$ cat config.mk
export PLATFORM = sky130hd
export DESIGN_NAME = vctr_fifo_driver
export DESIGN_NICKNAME = d
export VERILOG_FILES = /design/src/rtl/vctr_fifo_driver.sv
export SDC_FILE = /design/constraint.sdc
export NUM_CORES = 1
export LEC_CHECK = 0
export CORE_ASPECT_RATIO = 0.5
export CORE_MARGIN = 8
export CORE_UTILIZATION = 40
export CTS_CLUSTER_SIZE = 12
export DETAILED_ROUTE_END_ITERATION = 8
export GPL_TIMING_DRIVEN = 0
export PLACE_DENSITY = 0.78
export SYNTH_ARGS = -nofsm -noshare
export SYNTH_HDL_FRONTEND = slang
export SYNTH_SLANG_ARGS = --single-unit
$ cat constraint.sdc
create_clock -name clk -period 3.3 [get_ports clk]
set_input_delay 0.825 -clock clk [delete_from_list [all_inputs] [get_ports clk]]
set_output_delay 0.825 -clock clk [all_outputs]
set_load 0.02 [all_outputs]
$ cat src/rtl/vctr_fifo_driver.sv
// vctr_fifo_driver: streams 2*VECTOR_LENGTH operand words into the vector FIFO
//   accelerator, then drains VECTOR_LENGTH results onto a valid/ready stream.
// Latency: operand words pass to acc_data_in combinationally; each result
//   takes 3 cycles (RD_REQ, RD_CAP, OUT) when m_ready is held high.
// Backpressure: s_ready follows acc_ready only while loading. m_valid/m_data
//   hold steady in OUT until m_ready.
// Ports:
//   clk, rst                       clock, asynchronous active-high reset
//   s_valid/s_ready/s_data         upstream operand stream
//   m_valid/m_ready/m_data         downstream result stream
//   acc_*                          accelerator control and data handshake
//   busy, err, job_count           status: not idle, sticky timeout, jobs completed
module vctr_fifo_driver #(
  parameter int DATA_WIDTH     = 16,
  parameter int VECTOR_LENGTH  = 8,
  parameter int TIMEOUT_CYCLES = 1024
) (
  input  logic                  clk,
  input  logic                  rst,
  input  logic                  s_valid,
  output logic                  s_ready,
  input  logic [DATA_WIDTH-1:0] s_data,
  output logic                  m_valid,
  input  logic                  m_ready,
  output logic [DATA_WIDTH-1:0] m_data,
  output logic                  acc_start,
  input  logic                  acc_idle,
  input  logic                  acc_ready,
  input  logic                  acc_done,
  output logic                  acc_data_in_en,
  output logic [DATA_WIDTH-1:0] acc_data_in,
  output logic                  acc_data_out_en,
  input  logic [DATA_WIDTH-1:0] acc_data_out,
  output logic                  busy,
  output logic                  err,
  output logic [15:0]           job_count
);

  localparam int CW = $clog2(2*VECTOR_LENGTH+1);
  localparam int TW = $clog2(TIMEOUT_CYCLES+1);
  localparam logic [CW-1:0] IN_LAST  = CW'(2*VECTOR_LENGTH-1);
  localparam logic [CW-1:0] OUT_LAST = CW'(VECTOR_LENGTH-1);
  localparam logic [TW-1:0] TMO_LAST = TW'(TIMEOUT_CYCLES-1);

  typedef enum logic [2:0] {
    IDLE, START, LOAD, WAIT_DONE, RD_REQ, RD_CAP, OUT, FINISH
  } state_t;

  state_t          state, state_nxt;
  logic [CW-1:0]   in_cnt, out_cnt;
  logic [TW-1:0]   tmo_cnt;
  logic            in_hs, out_hs, job_done, abort, tmo_hit, tmo_run;

  // tmo_cnt holds the number of cycles already spent in the current
  // WAIT_DONE/FINISH visit, so the abort fires at the end of cycle N.
  assign tmo_hit = (tmo_cnt == TMO_LAST);
  assign tmo_run = (state == WAIT_DONE) || (state == FINISH);
  assign m_valid = (state == OUT);
  assign busy    = (state != IDLE);

  always_comb begin
    state_nxt       = state;
    s_ready         = 1'b0;
    acc_start       = 1'b0;
    acc_data_in_en  = 1'b0;
    acc_data_in     = '0;
    acc_data_out_en = 1'b0;
    in_hs           = 1'b0;
    out_hs          = 1'b0;
    job_done        = 1'b0;
    abort           = 1'b0;
    case (state)
      IDLE: begin
        // The first word is only observed here; it is consumed in LOAD.
        if (s_valid && acc_idle) state_nxt = START;
      end
      START: begin
        acc_start = 1'b1;
        if (acc_ready) state_nxt = LOAD;
      end
      LOAD: begin
        s_ready        = acc_ready;
        in_hs          = s_valid && acc_ready;
        acc_data_in_en = in_hs;
        acc_data_in    = s_data;
        if (in_hs && (in_cnt == IN_LAST)) state_nxt = WAIT_DONE;
      end
      WAIT_DONE: begin
        if (acc_done) begin
          state_nxt = RD_REQ;
        end else if (tmo_hit) begin
          abort     = 1'b1;
          state_nxt = IDLE;
        end
      end
      RD_REQ: begin
        acc_data_out_en = 1'b1;
        state_nxt       = RD_CAP;
      end
      RD_CAP: begin
        // acc_data_out is valid this cycle; it is registered into m_data.
        state_nxt = OUT;
      end
      OUT: begin
        out_hs = m_ready;
        if (m_ready) state_nxt = (out_cnt == OUT_LAST) ? FINISH : RD_REQ;
      end
      FINISH: begin
        if (acc_idle) begin
          job_done  = 1'b1;
          state_nxt = IDLE;
        end else if (tmo_hit) begin
          abort     = 1'b1;
          state_nxt = IDLE;
        end
      end
      default: state_nxt = IDLE;
    endcase
  end

  always_ff @(posedge clk or posedge rst) begin
    if (rst) begin
      state     <= IDLE;
      in_cnt    <= '0;
      out_cnt   <= '0;
      tmo_cnt   <= '0;
      m_data    <= '0;
      err       <= 1'b0;
      job_count <= '0;
    end else begin
      state <= state_nxt;

      if (abort) begin
        in_cnt  <= '0;
        out_cnt <= '0;
        err     <= 1'b1;
      end else begin
        if (in_hs)  in_cnt  <= (in_cnt  == IN_LAST)  ? '0 : in_cnt  + CW'(1);
        if (out_hs) out_cnt <= (out_cnt == OUT_LAST) ? '0 : out_cnt + CW'(1);
      end

      // Restart the timeout on every state change, count only while waiting.
      if (!tmo_run || (state_nxt != state)) tmo_cnt <= '0;
      else                                  tmo_cnt <= tmo_cnt + TW'(1);

      if (state == RD_CAP) m_data <= acc_data_out;

      if (job_done) job_count <= job_count + 16'd1;
    end
  end

endmodule

==> results.yml, run 1 <==
timing:
  setup_tns_ns: 0
  period_needed_ns: 3.000
  worst_pin_slew_ns: 0.6475
  fin_crit_sh_pct: 90.92
  hold_viol_final: 0
  rsz0062_at_grt: "false"
  slew_viol_final: 0
  setup_violations: 0
  fmaxAchievable_ghz: 0.3333
  max_slew_margin_pct: 56.77
  clock_skew_ns: 0.007281
layout:
  syn2layout_area_growth_pct: 51.28
  fill_cells: 534
  num_antenna_cells: 0
  fin_nets: 397
  layout-drive-gt1-share_pct: 11.45
  finalInstanceArea_um2: 4064
logic_synthesis:
  synth_most_common_cell: "dfrtp_1"
  synth_top_cells_by_count: "dfrtp_1, nor2_1, nand2_1, and2_1, mux2_2"
  postSynthCellCount: 250
  ys_top_cells_by_area: "dfrtp_1, mux2_2, xnor2_1"
  synth_fa_ha_area_share_pct: 1.863
  synth.area.mux_share_pct: 7.080
  synth_area_um2: 2686
  yosys_warnings: 0
  synth-edff-count: 0
  synth_area_per_cell_um2: 10.75
  ys_ff_latch: 57
  synth_compound_area_share_pct: 3.214
  ys_types: 34
  synth_nets: 293
  synth-main-ff-cell: "dfrtp_1"
  async_reset_ff_share_pct: 100.0
  synth_seq_area_share_pct: 53.10
  synth_xor_area_share_pct: 8.803
  yosys.area_share.simple_pct: 23.38
  synth_top_family_by_area: "simple AND/OR/NAND/NOR gates"
  synth_top_area_cell: "dfrtp_1"
  synth_top_area_share_pct: 53.10
grt:
  antenna_found_initial: 0
  met3_usage_pct: 6.739
  grtUsageTotal_pct: 14.08
  grt.overflow.total: 0
  grtUsageMet2_pct: 26.33
  grt_util_met1_pct: 13.98
  grt_pass1_vias: 2365
  grt_busiest_layer: "met2"
  grt_max_degree: 30
  grt_pass1_wl_um: 11170
floorplanning:
  dieHeight_um: 73.95
  die_area_um2: 9753
  die-width_um: 131.9
  fp-row-count: 21
  io_pins: 94
  initial_utilization_pct: 40.73
  coreArea_um2: 6595
route:
  ant_nets: 0
  drc_errors: 0
  route.vias.total: 2220
  drt_pass1_iterations: 4
  via_per_inst: 4.933
  first_iter_violations: 108
  wl_um: 6748
  wl_per_cell_um: 15.00
status:
  status: "finished, final reports clean"
clocking:
  cts.clk_slew.worst_paths_ns: 0.05
  cts_buffers: 9
  htree_num_levels: 3
  clockBufferDepth: 2
  cts_tree: "done"
  cts_setup_buffers: 0
  clock_latency_ns: 0.31
  cts_root_buf: "clkbuf_16"
  numClockSinks: 57
place:
  port_buffers: 93
  dpl.hpwl_um: 5165
  placed_area_um2: 3752
  globalplace.congestion: 0.7871
pwr:
  clock_power_share_pct: 30.9
  seqPwrFrac_pct: 31.6
  internal-power_w: 0.002135
  combinationalPowerShare_pct: 37.5
  cellLeakagePower_nw: 1.780
  power.density_nw_per_um2: 767.8
  swShare_pct: 31.56
  peakVddDrop_mv: 0.3982
  switchingPower_w: 0.0009848
setup_path:
  critPathKind: "in2out"
  slowest_stage: "clkdlybuf4s50_1"
  start_kind: "input port"
  crit_path_max_incr_delay_ns: 0.61
  critPathCaptureType: "output port"
  cp.required_ns: 2.47
  path_cells: "clkdlybuf4s50_1, and2_1, clkdlybuf4s50_1"
  arrival_ns: 2.18
  crit_fanout: 6
  critPathMostFrequentCell: "clkdlybuf4s50_1"
hold_path:
  hold_class: "reg2reg"
job:
  drv_cap: 0
kinds of logic after synthesis:
| logic type | after synthesis |
|---|---|
| muxes | 17 |
| DFF | 57 |
| xor gates and xnor gates | 27 |
| AOI/OAI and AO/OA | 15 |
| adders and majority gates | 4 |
| and+or+nand+nor | 114 |
| buffers and inverters | 16 |
layout make-up:
class,instances,area (um^2),share of cell area (%)
Tap cell,92,115.1,2.833
Sequential cell,57,1426,35.10
Clock buffer,12,246.5,6.065
Multi-Input combinational cell,177,1191,29.31
Timing Repair Buffer,94,953.4,23.46
Clock inverter,3,65.06,1.601
Buffer,9,43.79,1.078
Inverter,6,22.52,0.5542
per-layer routing:
metal	wire, um	up-vias
met2	3503	74
met1	2624	1077
met4	48	0
met3	572	5
li1	-	1064
met5	0	-
layout by cell type, fill, tap and decap left out, types with 2 or more instances in the layout:
master           instances
a31oi_1                  2
mux2_2                  16
clkbuf_16                9
nor3_1                   6
nand3_1                  9
inv_1                    5
nor3b_1                  5
nand2_1                 19
ha_1                     4
bufinv_16                2
or2_2                    2
nor2_1                  25
buf_2                    4
and3_1                   4
and4_1                   2
dfrtp_1                 57
clkdlybuf4s50_1         92
or3_1                    5
xor2_1                  12
clkbuf_1                 5
xnor2_1                 15
a21oi_1                  7
and2_1                  18
and3b_1                  2
o21ai_0                  4
nand4_1                 10
stage by stage:
step / utilization (%) / setup WS (ns) / total power, W / cells / hold WS [ns]
2_1_floorplan: - / 1.075 / 0.001652 / 250 / 0.4514
5_1_grt: 61.62 / 0.1646 / 0.003297 / 450 / 0.4959
4_1_cts: 61.62 / 0.01033 / 0.003159 / 451 / 0.4790
3_5_place_dp: 56.90 / 0.1121 / 0.002175 / 436 / 0.4660
3_3_place_gp: 56.59 / 0.1176 / 0.002115 / 435 / 0.4586
6_report: 61.62 / 0.2996 / 0.003120 / 450 / 0.4716
final timing paths:
check                                end  slack [ns]  depth (start not counted)           from
max                              s_ready        0.30                          3      acc_ready
min                        job_count[15]        0.47                          1  job_count[15]
max reg2reg                     state[1]        1.34                          6     tmo_cnt[0]
min reg2reg                job_count[15]        0.47                          1  job_count[15]
max in group asynchronous     tmo_cnt[8]        1.78                          3            rst
min in group asynchronous  job_count[15]        0.93                          2            rst
worst max-delay path, delay by kind of cell:
| family | cells | cell delay [ns] |
|---|---|---|
| buffers and inverters | 2 | 1.19 |
| AND/OR/NAND/NOR | 1 | 0.16 |
sequential cells by signal, summed over array words and instances (netlist names):
name	count
m_data	16
in_cnt	5
tmo_cnt	11
job_count	16
out_cnt	5
err	1
state	3
what timing repair did:
action,in CTS,in global routing
endpoints found under the setup margin,0,11
hold buffers,0,0
resized for setup,0,3
power by group through the flow:
stage          logic, W  clock network, W  registers (W)
6_report        0.00117          0.000964       0.000986
5_1_grt         0.00126           0.00102        0.00101
2_1_floorplan  0.000528                 0        0.00112
3_3_place_gp    0.00114                 0       0.000980
4_1_cts         0.00119          0.000984       0.000988
3_5_place_dp    0.00118                 0       0.000995
(Power assumes the default switching activity.)
==> run 2, diff against run 1 <==
--- a/config.mk
+++ b/config.mk
@@ -7,11 +7,11 @@
 export LEC_CHECK = 0
 export CORE_ASPECT_RATIO = 0.5
 export CORE_MARGIN = 8
-export CORE_UTILIZATION = 40
+export CORE_UTILIZATION = 49
 export CTS_CLUSTER_SIZE = 12
 export DETAILED_ROUTE_END_ITERATION = 8
 export GPL_TIMING_DRIVEN = 0
-export PLACE_DENSITY = 0.78
+export PLACE_DENSITY = 0.92
 export SYNTH_ARGS = -nofsm -noshare
 export SYNTH_HDL_FRONTEND = slang
 export SYNTH_SLANG_ARGS = --single-unit
==> run 2 against run 1 <==
- cell count fell by 4.2%
- register-to-register slack got worse by 0.08 ns
- wire length rose by 8.7%
- sequential cell count is the same
- hold slack got worse by 0.0034 ns
==> results.yml, run 2 (same netlist as run 1, synthesis figures left out) <==
floorplanning:
  die_area_um2: 8251
  io_pins: 94
  coreArea_um2: 5396
  fp-row-count: 19
  die-width_um: 120.7
  initial_utilization_pct: 49.78
  dieHeight_um: 68.36
route:
  route.vias.total: 2305
  met3_length_um: 492
  wl_met1_um: 2656
  drt_pass1_iterations: 4
  first_iter_violations: 153
  wl_per_cell_um: 17.01
  via_per_inst: 5.348
  wl_um: 7332
  drc_errors: 0
  topRoutingLayerUsed: "met4"
  ant_nets: 0
  wl_met2_um: 4029
setup_path:
  r2r-end: "in_cnt[0]"
  worst-r2r-setup-slack_ns: 1.26
  start_kind: "input port"
  cp.required_ns: 2.47
  critPathKind: "in2out"
  critPathCaptureType: "output port"
  crit_fanout: 6
  r2r_cells: 6
  setup.worst_path.start: "acc_ready"
  arrival_ns: 2.42
  setup.worst_path.end: "acc_data_in_en"
  crit-reg2reg-launch: "tmo_cnt[0]"
clocking:
  cts.clk_slew.worst_paths_ns: 0.06
  cts_setup_buffers: 0
  htree_num_levels: 3
  cts_tree: "done"
  clock_latency_ns: 0.33
  cts_root_buf: "clkbuf_8"
  cts_hold_buf: 0
  cts_buffers: 9
  numClockSinks: 57
  clockBufferDepth: 2
layout:
  reg_top3: "job_count x16, m_data x16, tmo_cnt x11"
  fin_nets: 397
  syn2layout_area_growth_pct: 46.53
  layout_commonest_cell: "clkdlybuf4s50_1"
  num_antenna_cells: 0
  layout-drive-gt1-share_pct: 11.45
  mostFrequentLayoutCells: "clkdlybuf4s50_1, dfrtp_1, nor2_1"
  fill_cells: 349
hold_path:
  hold_class: "reg2reg"
timing:
  rsz0062_at_grt: "false"
  fin_hold_ws_ns: 0.4682
  setup_violations: 0
  fmaxAchievable_ghz: 0.3079
  max_slew_margin_pct: 58.72
  slew_viol_final: 0
  clock_skew_ns: 0.004625
  worst_pin_slew_ns: 0.6109
  period_needed_ns: 3.248
  setup_tns_ns: 0
  fin_crit_sh_pct: 98.43
  hold_viol_final: 0
pwr:
  peakVddDrop_mv: 0.3636
  power.density_nw_per_um2: 729.2
  cellLeakagePower_nw: 1.716
grt:
  grt.overflow.total: 0
  grt_pass1_vias: 2423
  antenna_found_initial: 0
  grt_max_degree: 48
  grtUsageTotal_pct: 17.86
  grt_pass1_wl_um: 11360
place:
  dpl.hpwl_um: 5404
  globalplace.congestion: 0.7963
  port_buffers: 93
job:
  drv_cap: 0
status:
  status: "finished, final reports clean"
-- run 2: cell count changes in the layout (fill, tap and decap cells not counted) --
cell | previous run | this run
clkbuf_16 | 9 | 0
clkbuf_8 | 1 | 10
dlymetal6s2s_1 | 1 | 0
clkdlybuf4s50_1 | 92 | 93
-- run 2: worst min-delay path by stage --
stage	start	to	slack, ns	cells after the start
2_1_floorplan	tmo_cnt[0]	tmo_cnt[0]	0.45	1
3_3_place_gp	err	err	0.46	1
3_5_place_dp	err	err	0.46	1
4_1_cts	job_count[15]	job_count[15]	0.47	1
5_1_grt	err	err	0.49	1
6_report	job_count[15]	job_count[15]	0.47	1
-- run 2: worst max-delay path: stages --
cell	delay, ns
clkdlybuf4s50_1	0.59
nand3_1	0.21
inv_1	0.16
clkdlybuf4s50_1	0.63
-- run 2: per-layer routing --
metal  vias up  global-route usage, %
met5         -                      0
met2        82                  35.40
met3        18                  8.230
met4         0                  5.547
li1       1062                      -
met1      1143                  16.50
-- run 2: where the power goes --
part	switching, W	internal [W]
combinational	0.000591	0.000586
clock	0.000261	0.000441
sequential	0.000118	0.000872
-- run 2: per-stage QoR --
step	worst slack (ns)	cell area [um^2]	util, %	power (W)	cells
final	0.05176	3936	72.94	0.002870	431
after global routing	0.006559	3936	72.94	0.003016	431
after CTS	0.04948	3940	73.01	0.002886	432
after detailed placement	0.07714	3729	69.09	0.002174	417
after global placement	0.1265	3709	68.72	0.002109	416
after floorplan	1.075	2686	-	0.001652	250
-- run 2: cell type report --
| cell class | count | area (um^2) | share of cell area, % |
|---|---|---|---|
| sequential | 57 | 1426 | 36.24 |
| multi-input combinational | 177 | 1191 | 30.26 |
| timing repair buffer | 94 | 950.9 | 24.16 |
| clock buffer | 12 | 145.1 | 3.687 |
| tap | 73 | 91.34 | 2.320 |
| clock inverter | 3 | 65.06 | 1.653 |
| buffer | 9 | 43.79 | 1.113 |
| inverter | 6 | 22.52 | 0.5722 |
-- run 2: timing repair --
item | CTS | global route
endpoints found under the setup margin | 8 | 10
endpoints found under the hold margin | 0 | 0
pin swaps | 0 | 0
gates resized for setup | 1 | 0
